## config.mk

```make
export PLATFORM = sky130hd
export DESIGN_NAME = iterative_shift_unit
export DESIGN_NICKNAME = d
export VERILOG_FILES = /design/src/rtl/shift_pkg.sv /design/src/rtl/shift_step.sv /design/src/rtl/iterative_shift_unit.sv
export SDC_FILE = /design/constraint.sdc
export NUM_CORES = 1
export LEC_CHECK = 0
export CAP_MARGIN = 25
export CORE_MARGIN = 4
export CORE_UTILIZATION = 35
export DETAILED_ROUTE_END_ITERATION = 8
export SETUP_SLACK_MARGIN = 0.5
export SLEW_MARGIN = 20
export SYNTH_ARGS = -nofsm -noshare
export SYNTH_HDL_FRONTEND = slang
export SYNTH_SLANG_ARGS = --single-unit
```

## constraint.sdc

```tcl
create_clock -name clk -period 1.4 [get_ports clk]
set_input_delay 0.14 -clock clk [delete_from_list [all_inputs] [get_ports clk]]
set_output_delay 0.14 -clock clk [all_outputs]
set_load 0.01 [all_outputs]
```

## src/rtl/shift_pkg.sv

```systemverilog
// Shared definitions for the iterative shift unit: default widths, op codes, FSM states.
// Build option: define SHIFT_CARRY_EN to add the out_carry port on iterative_shift_unit.
package shift_pkg;

  localparam int unsigned DEF_WIDTH = 4;
  localparam int unsigned DEF_AMT_W = 3;

  localparam logic [1:0] OP_SLL = 2'b00;
  localparam logic [1:0] OP_SRL = 2'b01;
  localparam logic [1:0] OP_SLA = 2'b10;
  localparam logic [1:0] OP_SRA = 2'b11;

  typedef enum logic [1:0] {
    ST_IDLE  = 2'b00,
    ST_SHIFT = 2'b01,
    ST_DONE  = 2'b10
  } state_e;

endpackage

```

## src/rtl/shift_step.sv

```systemverilog
// Single 1-bit shift stage; carry is the bit that falls off the word.
module shift_step
  import shift_pkg::*;
#(
  parameter int unsigned WIDTH = DEF_WIDTH
) (
  input  logic [WIDTH-1:0] d,
  input  logic [1:0]       op,
  output logic [WIDTH-1:0] q,
  output logic             carry
);

  // One shift position; SLL and SLA behave identically
  always_comb begin
    q     = d;
    carry = 1'b0;
    case (op)
      OP_SLL, OP_SLA: begin
        q     = {d[WIDTH-2:0], 1'b0};
        carry = d[WIDTH-1];
      end
      OP_SRL: begin
        q     = {1'b0, d[WIDTH-1:1]};
        carry = d[0];
      end
      OP_SRA: begin
        q     = {d[WIDTH-1], d[WIDTH-1:1]};
        carry = d[0];
      end
      default: begin
        q     = d;
        carry = 1'b0;
      end
    endcase
  end

endmodule

```

## src/rtl/iterative_shift_unit.sv

```systemverilog
// Multi-cycle shifter: accepts one command, applies one bit of shift per clock,
// then holds the result until the consumer takes it.
// Build option: SHIFT_CARRY_EN adds out_carry (last bit shifted out, 0 for amt=0).
module iterative_shift_unit
  import shift_pkg::*;
#(
  parameter int unsigned WIDTH = DEF_WIDTH,
  parameter int unsigned AMT_W = DEF_AMT_W
) (
  input  logic             clk,
  input  logic             rst_n,
  input  logic             in_valid,
  output logic             in_ready,
  input  logic [WIDTH-1:0] in_data,
  input  logic [1:0]       in_op,
  input  logic [AMT_W-1:0] in_amt,
  output logic             out_valid,
  input  logic             out_ready,
`ifdef SHIFT_CARRY_EN
  output logic             out_carry,
`endif
  output logic [WIDTH-1:0] out_data
);

  state_e             state_q, state_d;
  logic [WIDTH-1:0]   data_q, data_d;
  logic [AMT_W-1:0]   count_q, count_d;
  logic [1:0]         op_q, op_d;
  logic               in_ready_q, in_ready_d;
  logic               out_valid_q, out_valid_d;
  logic               carry_q, carry_d;
  logic [WIDTH-1:0]   step_data;
  logic               step_carry;

  shift_step #(.WIDTH(WIDTH)) u_step (
    .d     (data_q),
    .op    (op_q),
    .q     (step_data),
    .carry (step_carry)
  );

  // Next-state, datapath update and registered handshake outputs
  always_comb begin
    state_d = state_q;
    data_d  = data_q;
    count_d = count_q;
    op_d    = op_q;
    carry_d = carry_q;
    case (state_q)
      ST_IDLE: begin
        if (in_valid && in_ready_q) begin
          data_d  = in_data;
          op_d    = in_op;
          count_d = in_amt;
          carry_d = 1'b0;
          state_d = (in_amt != AMT_W'(0)) ? ST_SHIFT : ST_DONE;
        end
      end
      ST_SHIFT: begin
        data_d  = step_data;
        carry_d = step_carry;
        count_d = count_q - AMT_W'(1);
        if (count_q == AMT_W'(1)) state_d = ST_DONE;
      end
      ST_DONE: begin
        if (out_valid_q && out_ready) state_d = ST_IDLE;
      end
      default: state_d = ST_IDLE;
    endcase
    in_ready_d  = (state_d == ST_IDLE);
    out_valid_d = (state_d == ST_DONE);
  end

  // State and datapath registers
  always_ff @(posedge clk or negedge rst_n) begin
    if (!rst_n) begin
      state_q     <= ST_IDLE;
      data_q      <= '0;
      count_q     <= '0;
      op_q        <= '0;
      carry_q     <= 1'b0;
      in_ready_q  <= 1'b1;
      out_valid_q <= 1'b0;
    end else begin
      state_q     <= state_d;
      data_q      <= data_d;
      count_q     <= count_d;
      op_q        <= op_d;
      carry_q     <= carry_d;
      in_ready_q  <= in_ready_d;
      out_valid_q <= out_valid_d;
    end
  end

  assign in_ready  = in_ready_q;
  assign out_valid = out_valid_q;
  assign out_data  = data_q;

`ifdef SHIFT_CARRY_EN
  assign out_carry = carry_q;
`else
  logic unused_carry;
  assign unused_carry = carry_q;
`endif

endmodule

```

After elaboration in Yosys (flattened, before gate mapping)
Index checks and enable logic that the tools add are counted.
{"block": "op_classes", "addsub": 1, "n_eq_ne": 9, "mux": 10, "n_reduce_logical": 11}
{"op": "one-hot mux 4 bit (3 select lines)", "n": 1}
{"op": "equality test 2 bit (second input constant)", "n": 4}
{"op": "2-to-1 mux 2 bit", "n": 4}
{"op": "one-hot mux 4 bit (2 select lines)", "n": 1}
{"op": "zero test 2 bit", "n": 3}
{"op": "one-hot mux 2 bit (3 select lines)", "n": 1}
{"op": "one-hot mux 3 bit (2 select lines)", "n": 1}
{"op": "equality test 2 x 1 -> 1 bit (second input constant)", "n": 2}
{"op": "2-to-1 mux 4 bit", "n": 1}
{"op": "inequality test 2 bit (second input constant)", "n": 2}
{"op": "AND reduction 2 bit", "n": 2}
{"op": "equality test 3 x 1 -> 1 bit (second input constant)", "n": 1}
{"op": "2-to-1 mux 3 bit", "n": 1}
{"op": "AND reduction 3 bit", "n": 1}
{"op": "nonzero test 3 bit", "n": 1}
{"op": "subtractor 3 x 1 -> 3 bit (second input constant)", "n": 1}
{"op": "logical AND 1 bit", "n": 2}
{"op": "nonzero test 2 bit", "n": 1}
{"op": "OR reduction 2 bit", "n": 1}
{"block": "totals", "regBits": 13, "in_bits": 13, "output_inout_bits": 6}

Longest topological paths before layout
Gate-level depths: netlist of the first run.
{"block": "logic_depth", "word_depth": 5, "mapped_depth": 5, "ltp_nobuf": 5}

By module
Synthesis of the first run repeated with hierarchy kept, for this count alone.
{"block": "hier_totals", "cells_unflattened": 68, "area_unflattened_um2": 715.7}
{"module": "iterative_shift_unit", "instances": 1, "cells_each": 61, "area_per_inst_um2": 660.6, "seq_area_each_um2": 326.6}
{"module": "shift_step", "instances": 1, "cells_each": 7, "area_per_inst_um2": 55.1, "seq_area_each_um2": 0.0}

Least setup slack after synthesis of the first run
OpenSTA, ideal clock, no wires.
{"block": "synth_path", "path_kind": "reg2reg", "start": "reg state_q[0]", "end": "reg op_q[0]", "setup_time_ns": 0.127, "t_arrival_ns": 1.270, "t_required_ns": 1.273, "setup_slack_ns": 0.002, "path_stages_with_launch": 5, "path_buffers": 2, "synth_period_minus_slack_ns": 1.398, "cell_sequence": "dfrtp_1 -> buf_4 -> and4bb_4 -> buf_6 -> mux2_1"}
{"block": "synth_via", "elab_chain_len": 2}
{"item": "start, declared", "line": "iterative_shift_unit.sv:25", "rtl": "state_e state_q, state_d;"}
{"item": "start signal, assigned", "line": "iterative_shift_unit.sv:85", "rtl": "state_q <= state_d;"}
{"item": "zero test 2 bit", "line": "iterative_shift_unit.sv:49", "rtl": "case (state_q)"}
{"item": "AND reduction 2 bit (no line)"}
{"item": "end signal, assigned", "line": "iterative_shift_unit.sv:88", "rtl": "op_q <= op_d;"}
{"item": "end, declared", "line": "iterative_shift_unit.sv:28", "rtl": "logic [1:0] op_q, op_d;"}
Every way passes these cells.
A chain may end at the register's enable or synchronous reset.

Worst setup path after layout of the first run
{"block": "layout_path", "start": "reg in_ready_q, in the netlist in_ready", "end": "reg data_q[2], in the netlist out_data[2]"}
{"block": "layout_via", "elab_chain_len": 3}
{"item": "start, declared", "line": "iterative_shift_unit.sv:29", "rtl": "logic in_ready_q, in_ready_d;"}
{"item": "start signal, assigned", "line": "iterative_shift_unit.sv:90", "rtl": "in_ready_q <= in_ready_d;"}
{"item": "logical AND 1 bit", "line": "iterative_shift_unit.sv:51", "rtl": "if (in_valid && in_ready_q) begin"}
{"item": "inequality test 2 bit (no line)"}
{"item": "AND reduction 2 bit (no line)"}
{"item": "end signal, assigned", "line": "iterative_shift_unit.sv:86", "rtl": "data_q <= data_d;"}
{"item": "end, declared", "line": "iterative_shift_unit.sv:26", "rtl": "logic [WIDTH-1:0] data_q, data_d;"}
Every way passes these cells.

==> impl_metrics.csv, run 1 <==
group,metric,value,unit
worst_setup_path,ff2ff_path_depth,3,
routing,drcViolationCount,0,
place,port_buffers,18,
power_and_ir_drop,power.internal,1.44,mW
die,io_pins,19,
clocking,ctsHoldBuffers,0,
die,die_height,52.1,µm
logic_synthesis,synth-compound-area-share,19.7,%
worst_setup_path,worstPathRequired,1.55,ns
final_layout,layout.nets,114,
power_and_ir_drop,power_density,2160,nW/µm²
sta,tightest_slew,0.285,ns
routing,ant_nets,0,
global_route,antenna_found_initial,0,
sta,rsz0062_at_grt,"yes",
logic_synthesis,synth.distinct_cells,31,
final_layout,multiInputGateArea,363,µm²
worst_setup_path,arrival,1.49,ns
power_and_ir_drop,p_leak,0.480,nW
logic_synthesis,ys_ff_latch,13,
logic_synthesis,synth.area.mux_share,7.72,%
power_and_ir_drop,p_sw_share,36.4,%
worst_setup_path,cp_num_buf_inv,0,
logic_synthesis,synth_xor_area_share,0,%
clocking,htreeDepth,1,
flow_run,max_cap_viol_count,0,
worst_setup_path,cp_top_family,"flip-flops",
die,die_w,52.1,µm
power_and_ir_drop,ir_drop,0.000990,V
final_layout,fillers,162,
global_route,grt_max_degree,14,
worst_setup_path,path_cells,"and4bb_4 > nor2_4 > a221o_1",
worst_setup_path,cp_slowest_cell,"dfstp_2",
sta,fmax,750,MHz
logic_synthesis,avgSynthCellArea,10.8,µm²
sta,finClkSkew,0.00523,ns
global_route,grt_pass1_wl,2.74,mm
logic_synthesis,synth.cell_area,681,µm²
clocking,clock_latency,0.27,ns
final_layout,synthToLayoutAreaGrowth,53.7,%
die,start_util,38.2,%
final_layout,seqCellArea,329,µm²
sta,slew_viol_final,0,
sta,setup_viol,0,
clocking,cts_tree,"yes",
sta,min_period,1.33,ns
final_layout,antennaDiodeCount,0,
worst_setup_path,crit_path_max_fanout,5,
routing,wire_per_inst,13.6,µm
place,dp_hpwl,1.13,mm
clocking,clockRootBuffer,"clkbuf_4",
die,core_area,1780,µm²
power_and_ir_drop,seqPwrFrac,32.7,%
place,post-place-ws,-0.0880,ns
worst_setup_path,r2r-start,"in_ready",
logic_synthesis,async_reset_ff_share,100,%
worst_setup_path,slowest_delay,0.56,ns
logic_synthesis,syn_inst,63,
routing,routed_wl,1.67,mm
power_and_ir_drop,p_sw,0.823,mW
run_status,status,"finished clean",
clocking,cts_made_buffers,3,
routing,vias_per_cell,4.93,
worst_setup_path,path_class,"flop to flop",
logic_synthesis,ys.flop_type,"dfrtp_1",
worst_setup_path,worst-path-stages,3,
die,core.rowCount,15,
sta,timing.final.crit_share,95.3,%
logic_synthesis,ys_warn_count,0,
global_route,overflow,0,
sta,setup_ws,0.0659,ns
sta,hold_viol,0,
logic_synthesis,synth_nets,78,
sta,slew_headroom,80.8,%
final_layout,layout_commonest_cell,"buf_4",
logic_synthesis,synth_top_family_by_area,"compound AO/OA/AOI/OAI gates",
worst_setup_path,cp-end-kind,"flop",
clocking,clock_sinks,13,
clocking,clk_pin_slew,0.08,ns
final_layout,layout_common_cells,"buf_4 (13), clkdlybuf4s50_1 (12), dfrtp_1 (10)",
final_layout,layout.cells.non_filler,123,
logic_synthesis,yosys.area_share.adder,3.68,%
clocking,cts_max_path_buffers,2,
sta,hold_ws,0.176,ns
final_layout,drive_above_1_share,38.8,%
die,die_area,2710,µm²
global_route,track_usage,13.7,%
worst_setup_path,critPathLaunchType,"flop",
logic_synthesis,ys_seq_area_share,48.0,%
routing,dr.pass1.iters,4,
logic_synthesis,synth-simple-area-share,15.1,%
routing,first_iter_violations,6,
final_layout,final_util,58.7,%
place,dp_cells,110,
logic_synthesis,synth_edf_count,0,
worst_setup_path,crit_start,"in_ready",
place,place_congestion,0.763,
power_and_ir_drop,combinationalPowerShare,57.4,%
min_path,hold_path_class,"primary input to asynchronous set/reset pin",
routing,via_count,607,
power_and_ir_drop,pwr-share-clk,9.9,%
global_route,first_global_vias,588,
-- stage by stage --
step                      setup TNS (ns)  total power, mW  cell area (µm²)
after floorplan                        0             1.46              701
after global placement            -0.129             1.83              933
after detailed placement          -0.181             1.84              933
after CTS                              0             2.17             1000
after global routing                   0             2.47             1050
final                                  0             2.26             1050
-- registers in the layout (all words and copies together) (netlist names) --
signal,cells
count_q,3
out_data,4
state_q,2
in_ready,1
out_valid,1
op_q,2
-- what timing repair did --
action	4_1_cts	5_1_grt
endpoints found under the setup margin	19	19
cloned	1	0
endpoints found under the hold margin	0	0
gates resized for setup	28	6
setup buffers	5	3
pin swaps	2	3
-- power by group through the flow --
stage,sequential [mW],combinational (mW),clock [mW]
after floorplan,0.735,0.723,0
after global placement,0.743,1.08,0
after detailed placement,0.747,1.09,0
after CTS,0.729,1.20,0.234
after global routing,0.768,1.44,0.266
final,0.740,1.30,0.223
-- synthesized netlist by cell type (2+ instances only) --
master | instances | area share, %
a21oi_1 | 3 | 2.2
a221o_1 | 2 | 2.9
a31oi_1 | 2 | 1.8
buf_2 | 2 | 1.5
dfrtp_1 | 12 | 44
ha_1 | 2 | 3.7
inv_1 | 3 | 1.7
mux2_1 | 2 | 3.3
mux2i_1 | 3 | 4.4
nand2_1 | 3 | 1.7
nand2b_1 | 3 | 2.8
nor2_1 | 3 | 1.7
o21ai_0 | 4 | 2.9
or3_1 | 2 | 1.8
-- area by class of cell --
type                    count  area share [%]
well taps                  25            2.99
inverters                   3            1.08
flip-flops and latches     13            31.5
repair buffers             34            27.3
clock buffers               4            2.51
multi-input cells          44            34.7
-- final timing paths --
check	slack (ns)	endpoint
min	0.18	out_data[2]
max in group asynchronous	0.99	in_ready
min in group clk	0.50	op_q[1]
min reg2reg	0.51	count_q[2]
max reg2reg	0.07	out_data[2]
max	0.07	out_data[2]
-- per-layer routing --
layer  track usage, %  wire length [µm]  up-vias
met2             20.9               779       10
met5                0                 0        -
li1                 -                 -      305
met4             2.62                14        0
met1             18.4               814      290
met3             5.16                64        2
-- cell families after synthesis --
logic type,count (synthesis)
flops,13
compound gates,19
mux,5
simple gates,17
fa+ha+maj,2
buf+inv,7
Power figures use the tool's default switching activity.
==> run 2, diff against run 1 <==
SLEW_MARGIN = unset   (was 20)
==> results of run 2 <==
Final layout, timing and power as in run 1 (identical DEF).
